`src/rtl/otter_ctrl_pkg.sv`:
```
// rtl/otter_ctrl_pkg.sv - shared OTTER control encodings: immediate formats, opcodes, mux selects, FSM states
package otter_ctrl_pkg;

    // Immediate-format select, shared with the immediate generator
    typedef enum logic [2:0] {
        I_IMMED = 3'd0,
        S_IMMED = 3'd1,
        B_IMMED = 3'd2,
        U_IMMED = 3'd3,
        J_IMMED = 3'd4
    } immed_src_t;

    localparam logic [6:0] OPC_OP     = 7'b0110011;
    localparam logic [6:0] OPC_OP_IMM = 7'b0010011;
    localparam logic [6:0] OPC_LOAD   = 7'b0000011;
    localparam logic [6:0] OPC_STORE  = 7'b0100011;
    localparam logic [6:0] OPC_BRANCH = 7'b1100011;
    localparam logic [6:0] OPC_JAL    = 7'b1101111;
    localparam logic [6:0] OPC_JALR   = 7'b1100111;
    localparam logic [6:0] OPC_LUI    = 7'b0110111;
    localparam logic [6:0] OPC_AUIPC  = 7'b0010111;

    localparam logic [1:0] SRC_A_PC     = 2'd0;
    localparam logic [1:0] SRC_A_OLD_PC = 2'd1;
    localparam logic [1:0] SRC_A_RS1    = 2'd2;
    localparam logic [1:0] SRC_A_ZERO   = 2'd3;

    localparam logic [1:0] SRC_B_RS2    = 2'd0;
    localparam logic [1:0] SRC_B_IMMED  = 2'd1;
    localparam logic [1:0] SRC_B_FOUR   = 2'd2;

    localparam logic [1:0] PC_SRC_ALU_RESULT = 2'd0;
    localparam logic [1:0] PC_SRC_ALU_OUT    = 2'd1;
    localparam logic [1:0] PC_SRC_JALR       = 2'd2;

    localparam logic [1:0] RES_ALU_OUT    = 2'd0;
    localparam logic [1:0] RES_MEM        = 2'd1;
    localparam logic [1:0] RES_ALU_RESULT = 2'd2;

    localparam logic [1:0] ALU_ADD   = 2'd0;
    localparam logic [1:0] ALU_SUB   = 2'd1;
    localparam logic [1:0] ALU_FUNCT = 2'd2;

    typedef enum logic [3:0] {
        ST_IDLE, ST_FETCH, ST_DECODE, ST_EX_R, ST_EX_I, ST_MEM_ADDR, ST_MEM_RD, ST_MEM_WR,
        ST_WB_ALU, ST_WB_MEM, ST_BRANCH, ST_JAL, ST_JALR, ST_LUI, ST_AUIPC, ST_ILLEGAL
    } state_t;

    // Registered control word; the mem_rdy/br_taken-qualified strobes are added at the top
    typedef struct packed {
        logic [2:0] immed_src;
        logic       pc_we;
        logic [1:0] pc_src;
        logic [1:0] alu_src_a;
        logic [1:0] alu_src_b;
        logic [1:0] alu_op;
        logic       mem_req;
        logic       mem_we;
        logic       reg_we;
        logic [1:0] result_src;
        logic       illegal;
    } ctrl_t;

endpackage

```
`src/rtl/mc_opcode_decode.sv`:
```
// rtl/mc_opcode_decode.sv - opcode to execute-state and immediate-format lookup
module mc_opcode_decode
    import otter_ctrl_pkg::*;
(
    input  logic [6:0] opcode,
    output state_t     next_state,
    output logic [2:0] immed_src
);

    // Dispatch table used on the DECODE exit
    always_comb begin
        next_state = ST_ILLEGAL;
        immed_src  = I_IMMED;
        case (opcode)
            OPC_OP:     next_state = ST_EX_R;
            OPC_OP_IMM: next_state = ST_EX_I;
            OPC_LOAD:   next_state = ST_MEM_ADDR;
            OPC_STORE: begin
                next_state = ST_MEM_ADDR;
                immed_src  = S_IMMED;
            end
            OPC_BRANCH: begin
                next_state = ST_BRANCH;
                immed_src  = B_IMMED;
            end
            OPC_JAL: begin
                next_state = ST_JAL;
                immed_src  = J_IMMED;
            end
            OPC_JALR:   next_state = ST_JALR;
            OPC_LUI: begin
                next_state = ST_LUI;
                immed_src  = U_IMMED;
            end
            OPC_AUIPC: begin
                next_state = ST_AUIPC;
                immed_src  = U_IMMED;
            end
            default:    next_state = ST_ILLEGAL;
        endcase
    end

endmodule

```
`src/rtl/mc_control_fsm.sv`:
```
// rtl/mc_control_fsm.sv - OTTER multicycle control FSM; MC_FSM_ILLEGAL_TRAP_EN makes illegal opcodes trap until reset
module mc_control_fsm
    import otter_ctrl_pkg::*;
#(
    parameter bit RESET_FETCH = 1'b1
) (
    input  logic        clk,
    input  logic        rst,
    input  logic        start,
    input  logic [31:0] inst,
    input  logic        mem_rdy,
    input  logic        br_taken,
    output logic [2:0]  immed_src,
    output logic        ir_we,
    output logic        pc_we,
    output logic [1:0]  pc_src,
    output logic [1:0]  alu_src_a,
    output logic [1:0]  alu_src_b,
    output logic [1:0]  alu_op,
    output logic        mem_req,
    output logic        mem_we,
    output logic        reg_we,
    output logic [1:0]  result_src,
    output logic        illegal
);

    state_t     state;
    state_t     state_nx;
    state_t     dec_state;
    logic [2:0] dec_immed;
    logic       is_store;
    ctrl_t      ctrl;
    ctrl_t      ctrl_nx;
    logic       handshake;
    logic       inst_unused;

    // Only the opcode steers sequencing; the rest of the word belongs to the datapath
    assign inst_unused = ^inst[31:7];

    mc_opcode_decode u_opcode_decode (
        .opcode     (inst[6:0]),
        .next_state (dec_state),
        .immed_src  (dec_immed)
    );

    // A request completes only while it is actually being driven
    assign handshake = ctrl.mem_req & mem_rdy;

    // Next-state selection
    always_comb begin
        state_nx = state;
        case (state)
            ST_IDLE:     if (start) state_nx = ST_FETCH;
            ST_FETCH:    if (handshake) state_nx = ST_DECODE;
            ST_DECODE:   state_nx = dec_state;
            ST_EX_R:     state_nx = ST_WB_ALU;
            ST_EX_I:     state_nx = ST_WB_ALU;
            ST_MEM_ADDR: state_nx = is_store ? ST_MEM_WR : ST_MEM_RD;
            ST_MEM_RD:   if (handshake) state_nx = ST_WB_MEM;
            ST_MEM_WR:   if (handshake) state_nx = ST_FETCH;
`ifdef MC_FSM_ILLEGAL_TRAP_EN
            ST_ILLEGAL:  state_nx = ST_ILLEGAL;
`else
            ST_ILLEGAL:  state_nx = ST_FETCH;
`endif
            default:     state_nx = ST_FETCH;
        endcase
    end

    // Moore control word for the state being entered, registered alongside it
    always_comb begin
        ctrl_nx = '0;
        case (state_nx)
            ST_FETCH: begin
                ctrl_nx.mem_req   = 1'b1;
                ctrl_nx.alu_src_a = SRC_A_PC;
                ctrl_nx.alu_src_b = SRC_B_FOUR;
                ctrl_nx.alu_op    = ALU_ADD;
            end
            ST_DECODE: begin
                ctrl_nx.alu_src_a = SRC_A_OLD_PC;
                ctrl_nx.alu_src_b = SRC_B_IMMED;
                ctrl_nx.immed_src = B_IMMED;
            end
            ST_EX_R: begin
                ctrl_nx.alu_src_a = SRC_A_RS1;
                ctrl_nx.alu_src_b = SRC_B_RS2;
                ctrl_nx.alu_op    = ALU_FUNCT;
            end
            ST_EX_I: begin
                ctrl_nx.immed_src = I_IMMED;
                ctrl_nx.alu_src_a = SRC_A_RS1;
                ctrl_nx.alu_src_b = SRC_B_IMMED;
                ctrl_nx.alu_op    = ALU_FUNCT;
            end
            ST_MEM_ADDR: begin
                // Entered only from DECODE, so the lookup still sees this instruction
                ctrl_nx.immed_src = dec_immed;
                ctrl_nx.alu_src_a = SRC_A_RS1;
                ctrl_nx.alu_src_b = SRC_B_IMMED;
                ctrl_nx.alu_op    = ALU_ADD;
            end
            ST_MEM_RD: ctrl_nx.mem_req = 1'b1;
            ST_MEM_WR: begin
                ctrl_nx.mem_req = 1'b1;
                ctrl_nx.mem_we  = 1'b1;
            end
            ST_WB_ALU: begin
                ctrl_nx.reg_we     = 1'b1;
                ctrl_nx.result_src = RES_ALU_OUT;
            end
            ST_WB_MEM: begin
                ctrl_nx.reg_we     = 1'b1;
                ctrl_nx.result_src = RES_MEM;
            end
            ST_BRANCH: begin
                ctrl_nx.alu_op    = ALU_SUB;
                ctrl_nx.alu_src_a = SRC_A_RS1;
                ctrl_nx.alu_src_b = SRC_B_RS2;
                ctrl_nx.pc_src    = PC_SRC_ALU_OUT;
            end
            ST_JAL: begin
                ctrl_nx.immed_src  = J_IMMED;
                ctrl_nx.alu_src_a  = SRC_A_OLD_PC;
                ctrl_nx.alu_src_b  = SRC_B_IMMED;
                ctrl_nx.pc_we      = 1'b1;
                ctrl_nx.pc_src     = PC_SRC_ALU_RESULT;
                ctrl_nx.reg_we     = 1'b1;
                ctrl_nx.result_src = RES_ALU_OUT;
            end
            ST_JALR: begin
                ctrl_nx.immed_src  = I_IMMED;
                ctrl_nx.alu_src_a  = SRC_A_RS1;
                ctrl_nx.alu_src_b  = SRC_B_IMMED;
                ctrl_nx.pc_we      = 1'b1;
                ctrl_nx.pc_src     = PC_SRC_JALR;
                ctrl_nx.reg_we     = 1'b1;
                ctrl_nx.result_src = RES_ALU_OUT;
            end
            ST_LUI: begin
                ctrl_nx.immed_src  = U_IMMED;
                ctrl_nx.alu_src_a  = SRC_A_ZERO;
                ctrl_nx.alu_src_b  = SRC_B_IMMED;
                ctrl_nx.reg_we     = 1'b1;
                ctrl_nx.result_src = RES_ALU_RESULT;
            end
            ST_AUIPC: begin
                ctrl_nx.immed_src  = U_IMMED;
                ctrl_nx.alu_src_a  = SRC_A_OLD_PC;
                ctrl_nx.alu_src_b  = SRC_B_IMMED;
                ctrl_nx.reg_we     = 1'b1;
                ctrl_nx.result_src = RES_ALU_RESULT;
            end
`ifdef MC_FSM_ILLEGAL_TRAP_EN
            ST_ILLEGAL: ctrl_nx.illegal = 1'b1;
`endif
            default: ctrl_nx = '0;
        endcase
    end

    // State, control word and the load/store flag latched on the DECODE exit
    always_ff @(posedge clk) begin
        if (rst) begin
            state    <= RESET_FETCH ? ST_FETCH : ST_IDLE;
            ctrl     <= '0;
            is_store <= 1'b0;
        end else begin
            state <= state_nx;
            ctrl  <= ctrl_nx;
            if (state == ST_DECODE) begin
                is_store <= (inst[6:0] == OPC_STORE);
            end
        end
    end

    // Completion strobes: IR/PC load on the fetch handshake, PC load on a taken branch
    assign ir_we      = (state == ST_FETCH) & handshake;
    assign pc_we      = ctrl.pc_we | ir_we | ((state == ST_BRANCH) & br_taken);
    assign immed_src  = ctrl.immed_src;
    assign pc_src     = ctrl.pc_src;
    assign alu_src_a  = ctrl.alu_src_a;
    assign alu_src_b  = ctrl.alu_src_b;
    assign alu_op     = ctrl.alu_op;
    assign mem_req    = ctrl.mem_req;
    assign mem_we     = ctrl.mem_we;
    assign reg_we     = ctrl.reg_we;
    assign result_src = ctrl.result_src;
    assign illegal    = ctrl.illegal;

endmodule

```
`config.mk`:
```
export PLATFORM = sky130hd
export DESIGN_NAME = mc_control_fsm
export DESIGN_NICKNAME = d
export VERILOG_FILES = /design/src/rtl/otter_ctrl_pkg.sv /design/src/rtl/mc_opcode_decode.sv /design/src/rtl/mc_control_fsm.sv
export SDC_FILE = /design/constraint.sdc
export NUM_CORES = 1
export LEC_CHECK = 0
export CAP_MARGIN = 20
export CORE_ASPECT_RATIO = 1.1
export CORE_MARGIN = 2
export CORE_UTILIZATION = 38
export DETAILED_ROUTE_END_ITERATION = 10
export GPL_ROUTABILITY_DRIVEN = 0
export PLACE_DENSITY_LB_ADDON = 0.08
export SLEW_MARGIN = 15
export SYNTH_ARGS = -nofsm -noshare
export SYNTH_HDL_FRONTEND = slang
export SYNTH_HIERARCHICAL = 1
export SYNTH_SLANG_ARGS = --single-unit
```
`constraint.sdc`:
```
create_clock -name clk -period 1.8 [get_ports clk]
set_input_delay 0.36 -clock clk [delete_from_list [all_inputs] [get_ports clk]]
set_output_delay 0.36 -clock clk [all_outputs]
set_load 0.02 [all_outputs]
```
# [Word-level counts from Yosys, hierarchy flattened]
# Cells that the tools add are included.
[totals] register_bits=23 latchBits=0 mem_bits_rw=0 mem_bits_ro=0 inputBits=37 output_inout_bits=19 mem_count=0
[op_classes] add_sub_neg=0 n_mul=0 div_mod_pow=0 n_lt_le_gt_ge=0 n_eq_ne=31 n_shift=0 n_mux=16 bitwise=5 n_reduce_logical=12
[op_table] op="4-bit by 3-bit == test with 1-bit output, second input constant" count=8
[op_table] op="4-bit == test, second input constant" count=8
[op_table] op="4-bit one-hot mux with 8 select lines" count=1
[op_table] op="4-bit one-hot mux with 7 select lines" count=1
[op_table] op="3-bit one-hot mux with 4 select lines" count=2
[op_table] op="7-bit by 6-bit == test with 1-bit output, second input constant" count=3
[op_table] op="7-bit == test, second input constant" count=3
[op_table] op="4-bit one-hot mux with 5 select lines" count=1
[op_table] op="4-bit by 2-bit == test with 1-bit output, second input constant" count=4
[op_table] op="4-bit 2-to-1 mux" count=4
[op_table] op="7-bit by 5-bit == test with 1-bit output, second input constant" count=2
[op_table] op="2-bit OR reduction" count=7
[op_table] op="3-bit OR reduction" count=4
[op_table] op="3-bit one-hot mux with 3 select lines" count=1
[op_table] op="4-bit by 1-bit == test with 1-bit output, second input constant" count=2
[op_table] op="2-bit one-hot mux with 2 select lines" count=2
[op_table] op="7-bit by 2-bit == test with 1-bit output, second input constant" count=1
[op_table] op="4-bit zero test" count=1
[op_table] op="1-bit 2-to-1 mux" count=4
[op_table] op="1-bit AND" count=3
[op_table] op="1-bit bitwise OR" count=2

# [Depth between registers and ports, before layout]
[logic_depth] word_depth=7 depth_mapped=11

# [Cells and area by module]
# The synthesis kept the hierarchy.
[by_module_without_submodules] mod="mc_control_fsm" n_inst=1 cells_each=131 area_per_inst_um2=1136.1 seq_area_each_um2=440.4
[by_module_without_submodules] mod="mc_opcode_decode" n_inst=1 cells_each=25 area_per_inst_um2=142.6 seq_area_each_um2=0.0

# [Worst setup path after synthesis]
# No wires, ideal clock.
[synth_timing] path_type="input-to-reg" from="input inst[2]" to="register ctrl (netlist bit immed_src[1])" setup_ns=0.127 arrival_ns=1.790 t_required_ns=1.673 slack_ns=-0.117 stages=11 path_buffers=0 path_cell_list="or2_1 a21oi_1 o21bai_1 and4bb_2 nor2_1 nand2_2 nand2_2 inv_2 nand2_1 nor3b_2 or3_1"
[synth_between] elab_chain_len=7
[synth_lines] item="start: declaration" line="mc_control_fsm.sv:10" text="input logic [31:0] inst,"
[synth_lines] item="7-bit by 6-bit == test with 1-bit output or 7-bit by 2-bit == test with 1-bit output (tied branches)" line="mc_opcode_decode.sv:14" text="case (opcode)"
[synth_lines] item="2-bit OR reduction (no line)"
[synth_lines] item="4-bit one-hot mux with 8 select lines *" line="mc_opcode_decode.sv:14"
[synth_lines] item="named net dec_state[2]" line="mc_control_fsm.sv:29" text="state_t dec_state;"
[synth_lines] item="4-bit one-hot mux with 7 select lines *" line="mc_control_fsm.sv:52" text="case (state)"
[synth_lines] item="4-bit == test" line="mc_control_fsm.sv:73" text="case (state_nx)"
[synth_lines] item="2-bit OR reduction (no line)"
[synth_lines] item="3-bit one-hot mux with 4 select lines *" line="mc_control_fsm.sv:73"
[synth_lines] item="end signal: assignment" line="mc_control_fsm.sv:169" text="ctrl <= ctrl_nx;"
[synth_lines] item="end: declaration" line="mc_control_fsm.sv:32" text="ctrl_t ctrl;"
# Mark *: on every way through the listed nets, which the timed path passes. The rest lies on a longest branch.
# A chain may end at the register's enable or synchronous reset.

# [Final worst setup path]
# Ends and elaborated chain as after synthesis.

==> impl_results.html <==
<table>
<tr><th>Metric</th><th>Value</th></tr>
<tr><th colspan="2">Yosys</th></tr>
<tr><td>Yosys reg bits</td><td>22</td></tr>
<tr><td>Fraction of registers with async set/reset</td><td>0</td></tr>
<tr><td>Number of enable flip-flop cells after synthesis</td><td>0</td></tr>
<tr><td>Post-Syn Area per Cell</td><td>8.20 µm²</td></tr>
<tr><td>Seq/Total Area, Yosys</td><td>0.344</td></tr>
<tr><td>Top-area cell type share of the netlist area</td><td>0.344</td></tr>
<tr><td>Number of distinct library cells after synthesis</td><td>48</td></tr>
<tr><td>YS warnings</td><td>6</td></tr>
<tr><td>Total nets after synthesis</td><td>193</td></tr>
<tr><td>Gate count of the mapped netlist</td><td>156</td></tr>
<tr><td>Top cells by area in the synthesized netlist</td><td>sky130_fd_sc_hd__dfxtp_1 34%, sky130_fd_sc_hd__buf_4 10%, sky130_fd_sc_hd__nand2_1 5.0%, sky130_fd_sc_hd__nor2_1 4.4%, sky130_fd_sc_hd__nor3_1 3.5%</td></tr>
<tr><td>Post-synthesis instance area</td><td>0.00128 mm²</td></tr>
<tr><td>Dominant register cell in the synthesized netlist</td><td>sky130_fd_sc_hd__dfxtp_1</td></tr>
<tr><td>Cell accounting for the most synthesized area</td><td>sky130_fd_sc_hd__dfxtp_1</td></tr>
<tr><th colspan="2">Timing</th></tr>
<tr><td>Number of endpoints with negative hold slack in the final report</td><td>0</td></tr>
<tr><td>Highest clock rate</td><td>556 MHz</td></tr>
<tr><td>Final-report setup violation count</td><td>0</td></tr>
<tr><td>RSZ-0062 raised after global routing</td><td>yes</td></tr>
<tr><td>Final clock period utilization by the worst path</td><td>0.999</td></tr>
<tr><td>Worst hold margin</td><td>433 ps</td></tr>
<tr><td>Worst Clk Skew</td><td>4.95 ps</td></tr>
<tr><td>Tmin final</td><td>1800 ps</td></tr>
<tr><td>Max Transition Viols Final</td><td>0</td></tr>
<tr><td>Worst Setup Slack, final</td><td>2.55 ps</td></tr>
<tr><th colspan="2">Placement</th></tr>
<tr><td>Setup Slack @ Placement</td><td>-737 ps</td></tr>
<tr><td># port buffers</td><td>29</td></tr>
<tr><td>Post-DP HPWL</td><td>2510 µm</td></tr>
<tr><td>Cell area reported after detailed placement</td><td>0.00185 mm²</td></tr>
<tr><th colspan="2">Die</th></tr>
<tr><td>Area of the die</td><td>0.00385 mm²</td></tr>
<tr><td>Row count</td><td>22</td></tr>
<tr><td>Die height</td><td>64.8 µm</td></tr>
<tr><td>Effective utilization at floorplan</td><td>0.390</td></tr>
<tr><td>Top-Level Pins</td><td>56</td></tr>
<tr><td>Std-Cell Core Area</td><td>0.00328 mm²</td></tr>
<tr><td>Width of the die</td><td>59.3 µm</td></tr>
<tr><th colspan="2">Cells and area</th></tr>
<tr><td>Net count, final</td><td>259</td></tr>
<tr><td>Area of the multi-input gates</td><td>820 µm²</td></tr>
<tr><td>Fraction of layout cells with a size suffix above 1</td><td>0.464</td></tr>
<tr><td>FF/Latch Area</td><td>444 µm²</td></tr>
<tr><td>Most frequent standard cell in the layout excluding fill and tap cells</td><td>sky130_fd_sc_hd__buf_4</td></tr>
<tr><td>Area growth syn-to-layout</td><td>58.5%</td></tr>
<tr><td>Highest-count cells in the layout ignoring fill and taps</td><td>48 x sky130_fd_sc_hd__buf_4, 19 x sky130_fd_sc_hd__dfxtp_1, 19 x sky130_fd_sc_hd__clkdlybuf4s50_1</td></tr>
<tr><td>Finished Cell Area</td><td>0.00203 mm²</td></tr>
<tr><td>Filler Cells Inserted</td><td>280</td></tr>
<tr><td>ANT cells</td><td>0</td></tr>
<tr><th colspan="2">Routing</th></tr>
<tr><td>Post-route DRC</td><td>0</td></tr>
<tr><td>Average wire per standard cell</td><td>12.2 µm</td></tr>
<tr><td>Violation count after the first detailed-route iteration</td><td>26</td></tr>
<tr><td>Number of vias per cell after detailed routing</td><td>4.97</td></tr>
<tr><td>Remaining number of nets flagged by the antenna check after routing</td><td>0</td></tr>
<tr><td>Vias</td><td>1273</td></tr>
<tr><td>1st-pass router iterations</td><td>4</td></tr>
<tr><td>Final WL</td><td>3130 µm</td></tr>
<tr><th colspan="2">Setup path</th></tr>
<tr><td>Category of the critical setup timing path</td><td>in -&gt; reg</td></tr>
<tr><td>CP top delay family</td><td>simple AND/OR/NAND/NOR gates</td></tr>
<tr><td>Arrival time reported for the critical path endpoint</td><td>2050 ps</td></tr>
<tr><td>Cell chain of the critical path</td><td>buf_2 -&gt; or2_1 -&gt; a21oi_2 -&gt; o21bai_1 -&gt; and4bb_2 -&gt; a311oi_2 -&gt; buf_4 -&gt; nand2b_4 -&gt; nor4_2 -&gt; or3_1</td></tr>
<tr><td>CP max stage delay</td><td>260 ps</td></tr>
<tr><td>Startpoint Class</td><td>primary input</td></tr>
<tr><td>Highest-delay cell along the critical path</td><td>sky130_fd_sc_hd__nor4_2</td></tr>
<tr><td>Buffers and inverters on the worst path</td><td>2</td></tr>
<tr><td>Highest net fanout along the worst path</td><td>5</td></tr>
<tr><td>Critical path capture point type</td><td>register</td></tr>
<tr><td>Critical path required time</td><td>2050 ps</td></tr>
<tr><th colspan="2">GRT</th></tr>
<tr><td>Largest net degree at the start of global routing</td><td>13</td></tr>
<tr><td>Total GRT Usage</td><td>0.177</td></tr>
<tr><td>Global-route wire length before repair</td><td>5240 µm</td></tr>
<tr><td>Via count of the first global-routing pass</td><td>1257</td></tr>
<tr><td>Grt ovf</td><td>0</td></tr>
<tr><td>Initial antenna violation count</td><td>0</td></tr>
<tr><th colspan="2">CTS</th></tr>
<tr><td>Clock root buffer</td><td>sky130_fd_sc_hd__clkbuf_4</td></tr>
<tr><td>Clock tree from TritonCTS</td><td>yes</td></tr>
<tr><td>Worst-case clock buffer depth</td><td>2</td></tr>
<tr><td>TritonCTS Buffers</td><td>3</td></tr>
<tr><td>H-tree depth</td><td>1</td></tr>
<tr><td>Insertion delay to the later sink of the worst-skew pair</td><td>300 ps</td></tr>
<tr><td>Clock input transition at the sequential cells of the worst setup and hold paths</td><td>120 ps</td></tr>
<tr><td>Clock net sink count</td><td>22</td></tr>
<tr><th colspan="2">Status</th></tr>
<tr><td>Outcome</td><td>finished, final reports clean</td></tr>
<tr><th colspan="2">Worst hold path</th></tr>
<tr><td>Worst min-delay path category</td><td>in -&gt; reg</td></tr>
<tr><th colspan="2">Power</th></tr>
<tr><td>Leakage component of the power</td><td>0.855 nW</td></tr>
<tr><td>Worst IR drop on VDD</td><td>498 µV</td></tr>
<tr><td>Power Dens Cells</td><td>1050 mW/mm²</td></tr>
<tr><th colspan="2">Run</th></tr>
<tr><td>Max-capacitance violation count</td><td>0</td></tr>
</table>
power breakdown:
| group | leakage [nW] | switching (mW) | internal, mW |
|---|---|---|---|
| Combinational | 0.661 | 0.613 | 0.720 |
| Sequential | 0.180 | 0.0273 | 0.550 |
| Clock | 0.0138 | 0.139 | 0.0780 |
worst reg2reg max path: stages (launching register included):
cell                      delay (ps)
sky130_fd_sc_hd__dfxtp_2         340
sky130_fd_sc_hd__buf_4           130
sky130_fd_sc_hd__nand2_1          80
sky130_fd_sc_hd__buf_4           120
sky130_fd_sc_hd__nand3_1         110
sky130_fd_sc_hd__buf_6           150
sky130_fd_sc_hd__a31oi_4         160
sky130_fd_sc_hd__nand2_2          80
sky130_fd_sc_hd__nor3b_4         160
sky130_fd_sc_hd__or3_1           300
logic make-up after synthesis:
family | Yosys count | share of synthesized area
and+or+nand+nor | 77 | 0.327
AOI/OAI and AO/OA | 28 | 0.155
buffers and inverters | 23 | 0.124
DFF | 22 | 0.344
muxes | 3 | 0.0274
xor gates and xnor gates | 2 | 0.0196
other | 1 | 0.00293
cells in the mapped netlist (all sizes together), types with 2 or more instances:
master and n:
a31oi 3, o21bai 2, mux2i 2, nand3 5, nand2b 6, nand2 19
or3 3, and3b 2, nor3 9, and2 3, o21ai 8, nor2 16
dfxtp 22, a21oi 6, inv 3, nor4 2, nor4b 2, or2 3
and3 2, xnor2 2, buf 20
layout make-up:
type,instances,area share
clock buffer,3,0.0111
tap,36,0.0222
timing repair buffer,81,0.338
multi-input combinational,111,0.404
sequential,22,0.219
inverter,3,0.00556
registers in the layout, indices dropped and copies added, names as in the netlist:
name / count
result_src: 2
alu_op: 2
immed_src: 3
ctrl: 1
alu_src_a: 2
alu_src_b: 2
reg_we: 1
mem_req: 1
mem_we: 1
pc_src: 2
state: 4
is_store: 1
through the flow:
step                      utilization  TNS, ps  power (mW)  instances
after floorplan                     -    -65.5        1.20        156
after CTS                       0.590        0        2.02        253
after detailed placement        0.565   -13720        1.72        249
final                           0.619        0        2.13        256
after global placement          0.565   -12920        1.71        249
after global routing            0.619    -78.1        2.26        256
repair_timing:
| action | CTS | global route |
|---|---|---|
| hold endpoints to repair | 0 | 0 |
| pin swaps | 10 | 9 |
| setup buffers | 1 | 3 |
| gates resized for setup | 43 | 26 |
| endpoints found under the setup margin | 22 | 14 |
| hold buffers | 0 | 0 |
worst paths after layout:
kind	startpoint	endpoint	cells past startpoint	slack, ps
worst min register to register	is_store	is_store	2	500
worst max register to register	mem_req	immed_src[1]	9	70
worst max-delay path	inst[2]	immed_src[1]	10	3
worst min-delay path	inst[3]	is_store	4	430
metal layers:
layer	GRT usage	vias to the layer above	share of wire
met5	0	-	0
met4	0.0597	0	0
met3	0.0120	0	0.023
met2	0.345	27	0.57
met1	0.194	586	0.41
li1	-	660	-
(Power assumes the default switching activity.)
